<file path="src/rtl/mips_pkg.sv">
// Shared encodings for the multicycle MIPS controller: FSM states, opcodes,
// ALU operation codes and the bundled control-word type.
package mips_pkg;

    typedef enum logic [3:0] {
        S_FETCH     = 4'd0,
        S_DECODE    = 4'd1,
        S_MEM_ADDR  = 4'd2,
        S_MEM_READ  = 4'd3,
        S_MEM_WB    = 4'd4,
        S_MEM_WRITE = 4'd5,
        S_R_EXEC    = 4'd6,
        S_R_WB      = 4'd7,
        S_BRANCH    = 4'd8,
        S_JUMP      = 4'd9,
        S_I_EXEC    = 4'd10,
        S_I_WB      = 4'd11
    } state_t;

    localparam logic [5:0] OP_RTYPE = 6'b000000;
    localparam logic [5:0] OP_LW    = 6'b100011;
    localparam logic [5:0] OP_SW    = 6'b101011;
    localparam logic [5:0] OP_BEQ   = 6'b000100;
    localparam logic [5:0] OP_J     = 6'b000010;
    localparam logic [5:0] OP_ADDI  = 6'b001000;
    localparam logic [5:0] OP_ANDI  = 6'b001100;
    localparam logic [5:0] OP_ORI   = 6'b001101;

    localparam logic [3:0] ALU_ADD   = 4'b0000;
    localparam logic [3:0] ALU_SUB   = 4'b0001;
    localparam logic [3:0] ALU_FUNCT = 4'b0010;
    localparam logic [3:0] ALU_AND   = 4'b0011;
    localparam logic [3:0] ALU_OR    = 4'b0100;

    typedef struct packed {
        logic       pc_en;
        logic       i_or_d;
        logic       mem_read;
        logic       mem_write;
        logic       ir_write;
        logic       mem_to_reg;
        logic       reg_dst;
        logic       reg_write;
        logic       alu_src_a;
        logic [1:0] alu_src_b;
        logic [1:0] pc_source;
        logic [3:0] alu_op;
        logic       instr_done;
        logic       illegal_op;
    } ctrl_t;

    function automatic logic is_legal(input logic [5:0] op);
        case (op)
            OP_RTYPE, OP_LW, OP_SW, OP_BEQ, OP_J,
            OP_ADDI, OP_ANDI, OP_ORI: is_legal = 1'b1;
            default:                  is_legal = 1'b0;
        endcase
    endfunction

endpackage

</file>
<file path="src/rtl/control_out_decode.sv">
// Moore output decode for the multicycle controller; only FETCH, BRANCH and
// MEM_WRITE look at live inputs (mem_ready / zero) within the same cycle.
module control_out_decode
    import mips_pkg::*;
(
    input  logic [3:0] state_i,
    input  logic [5:0] opcode_i,
    input  logic       zero_i,
    input  logic       mem_ready_i,
    output ctrl_t      ctrl_o
);

    always_comb begin
        ctrl_o        = '0;
        ctrl_o.alu_op = ALU_ADD;
        case (state_i)
            S_FETCH: begin
                ctrl_o.mem_read  = 1'b1;
                ctrl_o.alu_src_b = 2'b01;
                ctrl_o.ir_write  = mem_ready_i;
                ctrl_o.pc_en     = mem_ready_i;
            end
            S_DECODE: begin
                ctrl_o.alu_src_b  = 2'b11;
                ctrl_o.illegal_op = ~is_legal(opcode_i);
            end
            S_MEM_ADDR: begin
                ctrl_o.alu_src_a = 1'b1;
                ctrl_o.alu_src_b = 2'b10;
            end
            S_MEM_READ: begin
                ctrl_o.mem_read = 1'b1;
                ctrl_o.i_or_d   = 1'b1;
            end
            S_MEM_WB: begin
                ctrl_o.reg_write  = 1'b1;
                ctrl_o.mem_to_reg = 1'b1;
                ctrl_o.instr_done = 1'b1;
            end
            S_MEM_WRITE: begin
                ctrl_o.mem_write  = 1'b1;
                ctrl_o.i_or_d     = 1'b1;
                ctrl_o.instr_done = mem_ready_i;
            end
            S_R_EXEC: begin
                ctrl_o.alu_src_a = 1'b1;
                ctrl_o.alu_op    = ALU_FUNCT;
            end
            S_R_WB: begin
                ctrl_o.reg_write  = 1'b1;
                ctrl_o.reg_dst    = 1'b1;
                ctrl_o.instr_done = 1'b1;
            end
            S_BRANCH: begin
                ctrl_o.alu_src_a  = 1'b1;
                ctrl_o.alu_op     = ALU_SUB;
                ctrl_o.pc_source  = 2'b01;
                ctrl_o.pc_en      = zero_i;
                ctrl_o.instr_done = 1'b1;
            end
            S_JUMP: begin
                ctrl_o.pc_source  = 2'b10;
                ctrl_o.pc_en      = 1'b1;
                ctrl_o.instr_done = 1'b1;
            end
            S_I_EXEC: begin
                ctrl_o.alu_src_a = 1'b1;
                ctrl_o.alu_src_b = 2'b10;
                case (opcode_i)
                    OP_ANDI: ctrl_o.alu_op = ALU_AND;
                    OP_ORI:  ctrl_o.alu_op = ALU_OR;
                    default: ctrl_o.alu_op = ALU_ADD;
                endcase
            end
            S_I_WB: begin
                ctrl_o.reg_write  = 1'b1;
                ctrl_o.instr_done = 1'b1;
            end
            default: ;
        endcase
    end

endmodule

</file>
<file path="src/rtl/multicycle_control.sv">
// Multicycle MIPS control unit: state register, opcode latch and next-state
// logic; output decode lives in control_out_decode and is blanked during reset.
module multicycle_control
    import mips_pkg::*;
(
    input  logic       clk,
    input  logic       rst,
    input  logic [5:0] opcode,
    input  logic       zero,
    input  logic       mem_ready,
    output logic       pc_en,
    output logic       i_or_d,
    output logic       mem_read,
    output logic       mem_write,
    output logic       ir_write,
    output logic       mem_to_reg,
    output logic       reg_dst,
    output logic       reg_write,
    output logic       alu_src_a,
    output logic [1:0] alu_src_b,
    output logic [1:0] pc_source,
    output logic [3:0] alu_op,
    output logic [3:0] state,
    output logic       instr_done,
    output logic       illegal_op
);

    state_t     state_q, state_d;
    logic [5:0] opcode_q, opcode_d;
    ctrl_t      ctrl_dec, ctrl;

    // DECODE sees the live opcode; every later state works from the latched copy.
    assign opcode_d = (state_q == S_DECODE) ? opcode : opcode_q;

    always_comb begin
        state_d = state_q;
        case (state_q)
            S_FETCH:     if (mem_ready) state_d = S_DECODE;
            S_DECODE: begin
                case (opcode)
                    OP_LW, OP_SW:              state_d = S_MEM_ADDR;
                    OP_RTYPE:                  state_d = S_R_EXEC;
                    OP_BEQ:                    state_d = S_BRANCH;
                    OP_J:                      state_d = S_JUMP;
                    OP_ADDI, OP_ANDI, OP_ORI:  state_d = S_I_EXEC;
                    default:                   state_d = S_FETCH;
                endcase
            end
            S_MEM_ADDR:  state_d = (opcode_q == OP_SW) ? S_MEM_WRITE : S_MEM_READ;
            S_MEM_READ:  if (mem_ready) state_d = S_MEM_WB;
            S_MEM_WRITE: if (mem_ready) state_d = S_FETCH;
            S_R_EXEC:    state_d = S_R_WB;
            S_I_EXEC:    state_d = S_I_WB;
            default:     state_d = S_FETCH;
        endcase
    end

    always_ff @(posedge clk) begin
        if (rst) begin
            state_q  <= S_FETCH;
            opcode_q <= '0;
        end else begin
            state_q  <= state_d;
            opcode_q <= opcode_d;
        end
    end

    control_out_decode u_decode (
        .state_i     (state_q),
        .opcode_i    (opcode_d),
        .zero_i      (zero),
        .mem_ready_i (mem_ready),
        .ctrl_o      (ctrl_dec)
    );

    // Reset silences every output immediately so an in-flight access cannot write.
    assign ctrl  = rst ? '0 : ctrl_dec;
    assign state = rst ? 4'd0 : state_q;

    assign pc_en      = ctrl.pc_en;
    assign i_or_d     = ctrl.i_or_d;
    assign mem_read   = ctrl.mem_read;
    assign mem_write  = ctrl.mem_write;
    assign ir_write   = ctrl.ir_write;
    assign mem_to_reg = ctrl.mem_to_reg;
    assign reg_dst    = ctrl.reg_dst;
    assign reg_write  = ctrl.reg_write;
    assign alu_src_a  = ctrl.alu_src_a;
    assign alu_src_b  = ctrl.alu_src_b;
    assign pc_source  = ctrl.pc_source;
    assign alu_op     = ctrl.alu_op;
    assign instr_done = ctrl.instr_done;
    assign illegal_op = ctrl.illegal_op;

endmodule

</file>
<file path="config.mk">
export PLATFORM = sky130hd
export DESIGN_NAME = multicycle_control
export DESIGN_NICKNAME = d
export VERILOG_FILES = /design/src/rtl/mips_pkg.sv /design/src/rtl/control_out_decode.sv /design/src/rtl/multicycle_control.sv
export SDC_FILE = /design/constraint.sdc
export NUM_CORES = 1
export LEC_CHECK = 0
export ABC_AREA = 1
export CORE_ASPECT_RATIO = 2
export CORE_MARGIN = 3
export CORE_UTILIZATION = 35
export DETAILED_ROUTE_END_ITERATION = 16
export RECOVER_POWER = 100
export REMOVE_ABC_BUFFERS = 1
export SLEW_MARGIN = 15
export SYNTH_ARGS = -nofsm -noshare
export SYNTH_HDL_FRONTEND = slang
export SYNTH_SLANG_ARGS = --single-unit
</file>
<file path="constraint.sdc">
create_clock -name clk -period 1.55 [get_ports clk]
set_input_delay 0.155 -clock clk [delete_from_list [all_inputs] [get_ports clk]]
set_output_delay 0.155 -clock clk [all_outputs]
set_load 0.03 [all_outputs]
</file>
==> reports/results.tsv, run 1 <==
stage	metric	value	unit
cells_and_area	drive_above_1_share	57.5	%
grt	grt_max_degree	13	
sta	skew	4.04	ps
yosys	synth_cell_types	24	
floorplanning	rows	26	
floorplanning	ios	33	
floorplanning	die_w	43.4	um
power_and_ir_drop	ir_drop	0.655	mV
clock_network	cts-root-buf	clkbuf_8	
grt	grt_pass1_wl	6440	um
setup_path	startpoint	state_q[0]$_SDFFE_PP0P_	
setup_path	cp_slowest_stage_delay	370	ps
yosys	yosys_warnings	0	
place	place_congestion	0.903	
setup_path	path_max_fanout	8	
setup_path	cp_top_family	simple AND/OR/NAND/NOR gates	
route	vias	1493	
setup_path	startpoint_type	register	
yosys	synth_top_area_share	20.5	%
route	via_per_inst	5.33	
clock_network	clock_path_buffers	2	
sta	fin_crit_sh	117	%
grt	antenna_found_initial	0	
sta	fmax	0.554	GHz
yosys	synth_area	978	um^2
setup_path	r2r_start	state_q[0]$_SDFFE_PP0P_	
grt	grtUsageTotal	24.2	%
sta	fin_hold_ws	487	ps
clock_network	cts_sinks	10	
clock_network	hold_buffers	0	
floorplanning	start_util	37.6	%
sta	rsz0062_at_grt	true	
setup_path	crit_path_top_delay_cell	dfxtp_4	
yosys	synth_top_area_cell	dfxtp_1	
yosys	ys_ff_latch	10	
place	hpwl	2920	um
setup_path	rr_worst_depth	11	
floorplanning	dieArea	3500	um^2
route	route.final.wire_length	4260	um
power_and_ir_drop	leakagePower	0.000986	uW
sta	min_period	1810	ps
power_and_ir_drop	power	1340	uW
setup_path	path_cells	inv_4 -> nor2_4 -> buf_12 -> nand3_4 -> nand2_2 -> nand2_2 -> nor2_4 -> nand2_2 -> a21oi_2 -> buf_6	
floorplanning	dieHeight	80.8	um
yosys	synth_edf_count	0	
floorplanning	core	2600	um^2
place	dp.cells	261	
yosys	yosysMostFrequentCell	nand2_1	
place	portBuffers	31	
yosys	postSynthAreaPerCell	5.59	um^2
setup_path	path_buf_inv	3	
clock_network	cts_buffers	3	
route	drt_iter0_drc	44	
grt	gr-total-overflow	0	
yosys	syn_inst	175	
cells_and_area	area_delta_synth_final	105	%
setup_path	crit_required	1390	ps
setup_path	r2r-end	state_q[2]$_SDFFE_PP0P_	
route	drc	0	
power_and_ir_drop	power.density	669	nW/um^2
sta	setup_viol	10	
clock_network	path_clk_slew	50	ps
run_status	status	complete, but fails checks	
clock_network	clk_latency	240	ps
setup_path	timing.reg2reg.setup_slack	10	ps
cells_and_area	final_nets	263	
sta	final-hold-violation-count	0	
clock_network	cts_tree	yes	
run_status	violations	negative setup slack	
route	routedWlPerCell	15.2	um
clock_network	cts_htree_levels	1	
place	dp_slack	-82.6	ps
route	first_pass_iters	4	
yosys	synthFlopType	dfxtp_1	
setup_path	critPathCaptureType	output pin	
cells_and_area	layout.cells.non_filler	280	
yosys	ys_async_sr_fraction	0	%
sta	maxSlewViolCount	0	
grt	grt_pass1_vias	1498	
setup_path	cp_num_cells	10	
cells_and_area	post-route-util	77.3	%
route	antenna_left	0	
yosys	synth_top_cells_by_area	dfxtp_1, nand2_1, nand3_1	
hold_path	hp-class	reg -> reg	
setup_path	critical_path_class	reg -> out	
yosys	synth_common_cells	nand2_1, inv_1, nor2_1	
sta	finalWorstSetupSlack	-257	ps
setup_path	crit_top_cell	nand2_2	
setup_path	cp-endpoint	alu_op[1]	
run	drv_cap	0	
cells_and_area	n_antenna_cell	0	
yosys	seq_area_frac_synth	20.5	%
setup_path	arrival	1650	ps
## cell usage in the layout (no fill, tap or decap), types with 2 or more instances in the layout
master	synthesis	final
a21oi_1	13	6
nand3_2	0	3
inv_1	24	15
nand2_4	2	4
buf_12	0	2
clkdlybuf4s50_1	0	8
nand2_1	46	26
nor3_2	0	2
nand3_1	21	15
buf_4	1	48
clkbuf_8	0	4
nand2_8	0	2
a31oi_1	3	3
nand4_1	4	4
a21oi_2	0	7
nand3_4	0	3
nor2_1	24	18
buf_6	0	16
inv_2	4	8
nand2_2	2	19
dfxtp_1	10	6
inv_4	0	5
dfxtp_4	0	4
nor2_4	5	12
o21ai_2	0	2
## metal layers
metal	track usage, %	share of wire [%]
met5	0	0
met3	3.10	3.9
met2	47.3	58
met1	21.3	32
met4	16.9	6.0
## state kept, by name, indices dropped and copies added (netlist names)
signal / cells
state_q: 4
opcode_q: 6
## through the flow
step | cell area (um^2) | setup TNS [ps]
after CTS | 1800 | -1140
after global routing | 2010 | -2360
after floorplan | 960 | -393
final | 2010 | -1390
after global placement | 1480 | -160
after detailed placement | 1480 | -244
## kinds of logic (layout without fill, tap and decap cells)
logic type	count (synthesis)	in the layout	share of synthesized area, %
buffers and inverters	32	108	12.7
flip-flops	10	10	20.5
AO/OA/AOI/OAI	20	20	10.9
AND/OR/NAND/NOR	112	113	55.6
other	1	1	0.383
## cell type report
class / count / area [um^2]
Tap cell: 28 / 35.0
Sequential cell: 10 / 215
Inverter: 28 / 118
Clock buffer: 4 / 55.1
Multi-Input combinational cell: 134 / 900
Fill cell: 189 / 592
Timing Repair Buffer: 76 / 688
## repair_timing
item | in CTS | in global routing
endpoints found under the setup margin | 15 | 16
cloned | 1 | 0
resized for setup | 54 | 49
endpoints found under the hold margin | 0 | 0
pin swaps | 13 | 15
setup buffers | 10 | 6
## power by group
group,total (uW),switching [uW],internal (uW)
clock,338,113,224
sequential,305,22.6,282
combinational,702,389,313
total,1340,524,820
## worst reg2reg max path, cell delays in order, from the launching register on
cell and delay, ps:
dfxtp_4 370, inv_4 40, buf_4 130, nand2_2 70
inv_2 50, buf_4 140, buf_4 120, buf_4 120
a21oi_1 160, nand3_1 90, nand2_1 60, a21oi_1 60
## worst min-delay path by stage
stage	from	end	slack (ps)	cells after the start
floorplan	rst	opcode_q[1]$_SDFF_PP0_	220	1
global placement	opcode_q[2]$_SDFF_PP0_	opcode_q[2]$_SDFF_PP0_	470	2
detailed placement	opcode_q[2]$_SDFF_PP0_	opcode_q[2]$_SDFF_PP0_	480	2
CTS	opcode_q[2]$_SDFF_PP0_	opcode_q[2]$_SDFF_PP0_	490	2
global route	opcode_q[2]$_SDFF_PP0_	opcode_q[2]$_SDFF_PP0_	520	2
finish	opcode_q[2]$_SDFF_PP0_	opcode_q[2]$_SDFF_PP0_	490	2
Note: power is estimated with default switching activity, not from simulation.
==> inputs of run 2 (changes only) <==
- MAX_ROUTING_LAYER: not set -> met4
==> run 2 against run 1 <==
The flow still finishes with violations (negative setup slack). First-iteration DRC count is 14% lower. Die area unchanged. Sequential power barely moved. Via count increased by 1.3%. Clock power about the same. Clock skew hardly changed. Cell count unchanged. Sequential share of layout area is the same. Critical path type unchanged. Critical endpoint unchanged. Largest cell class unchanged. Largest power group unchanged.
==> reports/results.tsv, run 2 (synthesis results as in run 1) <==
stage	metric	value	unit	change
floorplanning	ios	33		unchanged
power_and_ir_drop	p_clk_share	25.0	%	about the same
power_and_ir_drop	power.density	667	nW/um^2	-0.19%
sta	skew	4.51	ps	+0.469 ps
cells_and_area	drive_above_1_share	57.1	%	-0.40 points
power_and_ir_drop	power.switching	522	uW	-0.46%
cells_and_area	n_antenna_cell	0		unchanged
setup_path	crit_required	1390	ps	about the same
cells_and_area	top_register	opcode_q		
sta	fin_hold_ws	487	ps	+0.641 ps
cells_and_area	largest_reg_flops	6		unchanged
power_and_ir_drop	pwr-share-comb	52.3	%	about the same
power_and_ir_drop	power	1340	uW	-0.19%
power_and_ir_drop	swShare	38.9	%	-0.11 points
floorplanning	die_w	43.4	um	unchanged
route	drc	0		unchanged
place	place_congestion	0.919		+1.7%
route	vias	1513		+1.3%
clock_network	cts_tree	yes		
power_and_ir_drop	ir_drop	0.652	mV	-0.34%
grt	antenna_found_initial	0		unchanged
power_and_ir_drop	leakagePower	0.000984	uW	-0.18%
clock_network	clock_path_buffers	2		unchanged
sta	setup_viol	10		unchanged
run_status	status	complete, but fails checks		
cells_and_area	final_nets	263		unchanged
sta	fmax	0.549	GHz	-0.77%
setup_path	startpoint_type	register		
grt	grtUsageTotal	24.7	%	+0.48 points
cells_and_area	reg_top3	opcode_q x6, state_q x4		
run	drv_cap	0		unchanged
clock_network	clk_latency	240	ps	about the same
grt	gr-total-overflow	0		unchanged
clock_network	path_clk_slew	50	ps	about the same
grt	grt_pass1_vias	1499		+0.067%
clock_network	cts_sinks	10		unchanged
route	routedWlPerCell	15.3	um	+0.78%
cells_and_area	area_delta_synth_final	105	%	unchanged
sta	rsz0062_at_grt	true		
route	antenna_left	0		unchanged
setup_path	critPathCaptureType	output pin		
grt	grt_max_degree	13		unchanged
cells_and_area	fillers	189		unchanged
clock_network	hold_buffers	0		unchanged
setup_path	arrival	1670	ps	+20 ps
hold_path	hp-class	in -> reg		
floorplanning	dieHeight	80.8	um	unchanged
place	dp_slack	-82.6	ps	unchanged
cells_and_area	final_common_cell	buf_4		
power_and_ir_drop	p_int	820	uW	about the same
route	first_pass_iters	4		unchanged
clock_network	cts_htree_levels	1		unchanged
cells_and_area	layout_common_cells	buf_4, nand2_1, nand2_2, nor2_1		
route	route.final.wire_length	4290	um	+0.78%
setup_path	path_max_fanout	8		unchanged
floorplanning	dieArea	3500	um^2	unchanged
route	via_per_inst	5.40		+1.3%
sta	tns	-1400	ps	-10.6 ps
sta	final-hold-violation-count	0		unchanged
grt	grt_pass1_wl	6420	um	-0.31%
route	drt_iter0_drc	38		-14%
sta	finalWorstSetupSlack	-271	ps	-14.0 ps
sta	fin_crit_sh	117	%	+0.90 points
sta	min_period	1820	ps	+14.0 ps
run_status	violations	negative setup slack		
place	portBuffers	31		unchanged
power_and_ir_drop	seqPwrFrac	22.7	%	about the same
floorplanning	start_util	37.6	%	unchanged
clock_network	cts_buffers	3		unchanged
floorplanning	core	2600	um^2	unchanged
place	hpwl	2920	um	unchanged
floorplanning	rows	26		unchanged
clock_network	cts-root-buf	clkbuf_8		
setup_path	critical_path_class	reg -> out		
sta	maxSlewViolCount	0		unchanged
==> run 2: cell counts in the layout (fill, tap and decap cells not counted) <==
Identical to the previous run, type by type.
==> run 2: layout make-up <==
| cell class | instances | area, um^2 | share of cell area, % |
|---|---|---|---|
| clock buffer | 4 | 55.1 | 2.74 |
| timing repair buffer | 76 | 688 | 34.2 |
| tap | 28 | 35.0 | 1.74 |
| inverter | 28 | 118 | 5.85 |
| sequential | 10 | 215 | 10.7 |
| multi-input combinational | 134 | 900 | 44.7 |
==> run 2: stage by stage <==
| step | instance area [um^2] | utilization (%) | std cells |
|---|---|---|---|
| global placement | 1480 | 57.0 | 261 |
| floorplan | 960 | - | 171 |
| global route | 2010 | 77.3 | 280 |
| CTS | 1800 | 69.0 | 274 |
| detailed placement | 1480 | 57.0 | 261 |
| finish | 2010 | 77.3 | 280 |
==> run 2: what timing repair did <==
action,CTS,global route
buffers inserted,10,6
cloned,1,0
pin swaps,13,14
resized for setup,54,48
hold endpoints to repair,0,0
setup endpoints to repair,15,16
==> run 2: power by group through the flow <==
stage	logic, uW	clock network, uW	registers (uW)
after floorplan	264	0	304
after global placement	487	0	305
after detailed placement	492	0	306
after CTS	610	342	301
after global routing	754	358	307
final	701	335	305
==> run 2: routing by layer <==
| layer | track usage, % | vias up | share of wire [%] |
|---|---|---|---|
| met2 | 47.3 | 79 | 57 |
| met5 | - | - | 0 |
| met3 | 2.44 | 28 | 4.3 |
| met4 | 16.9 | 0 | 6.8 |
| met1 | 21.1 | 690 | 32 |
| li1 | - | 716 | - |
==> run 2: path summary, 6_finish.rpt <==
check / from / to / slack, ps / cells past startpoint
worst max-delay path: state_q[0]$_SDFFE_PP0P_ / alu_op[1] / -270 / 10
worst min-delay path: rst / opcode_q[0]$_SDFF_PP0_ / 490 / 3
worst max register to register: state_q[0]$_SDFFE_PP0P_ / state_q[2]$_SDFFE_PP0P_ / 10 / 11
worst min register to register: opcode_q[2]$_SDFF_PP0_ / opcode_q[2]$_SDFF_PP0_ / 490 / 2
==> run 2: critical path, stage by stage, from the launching register on <==
cell,delay (ps)
dfxtp_4,370
inv_4,40
nor2_4,90
buf_12,160
nand3_4,80
nand2_2,80
nand2_2,70
nor2_4,130
nand2_2,80
a21oi_2,160
buf_6,150
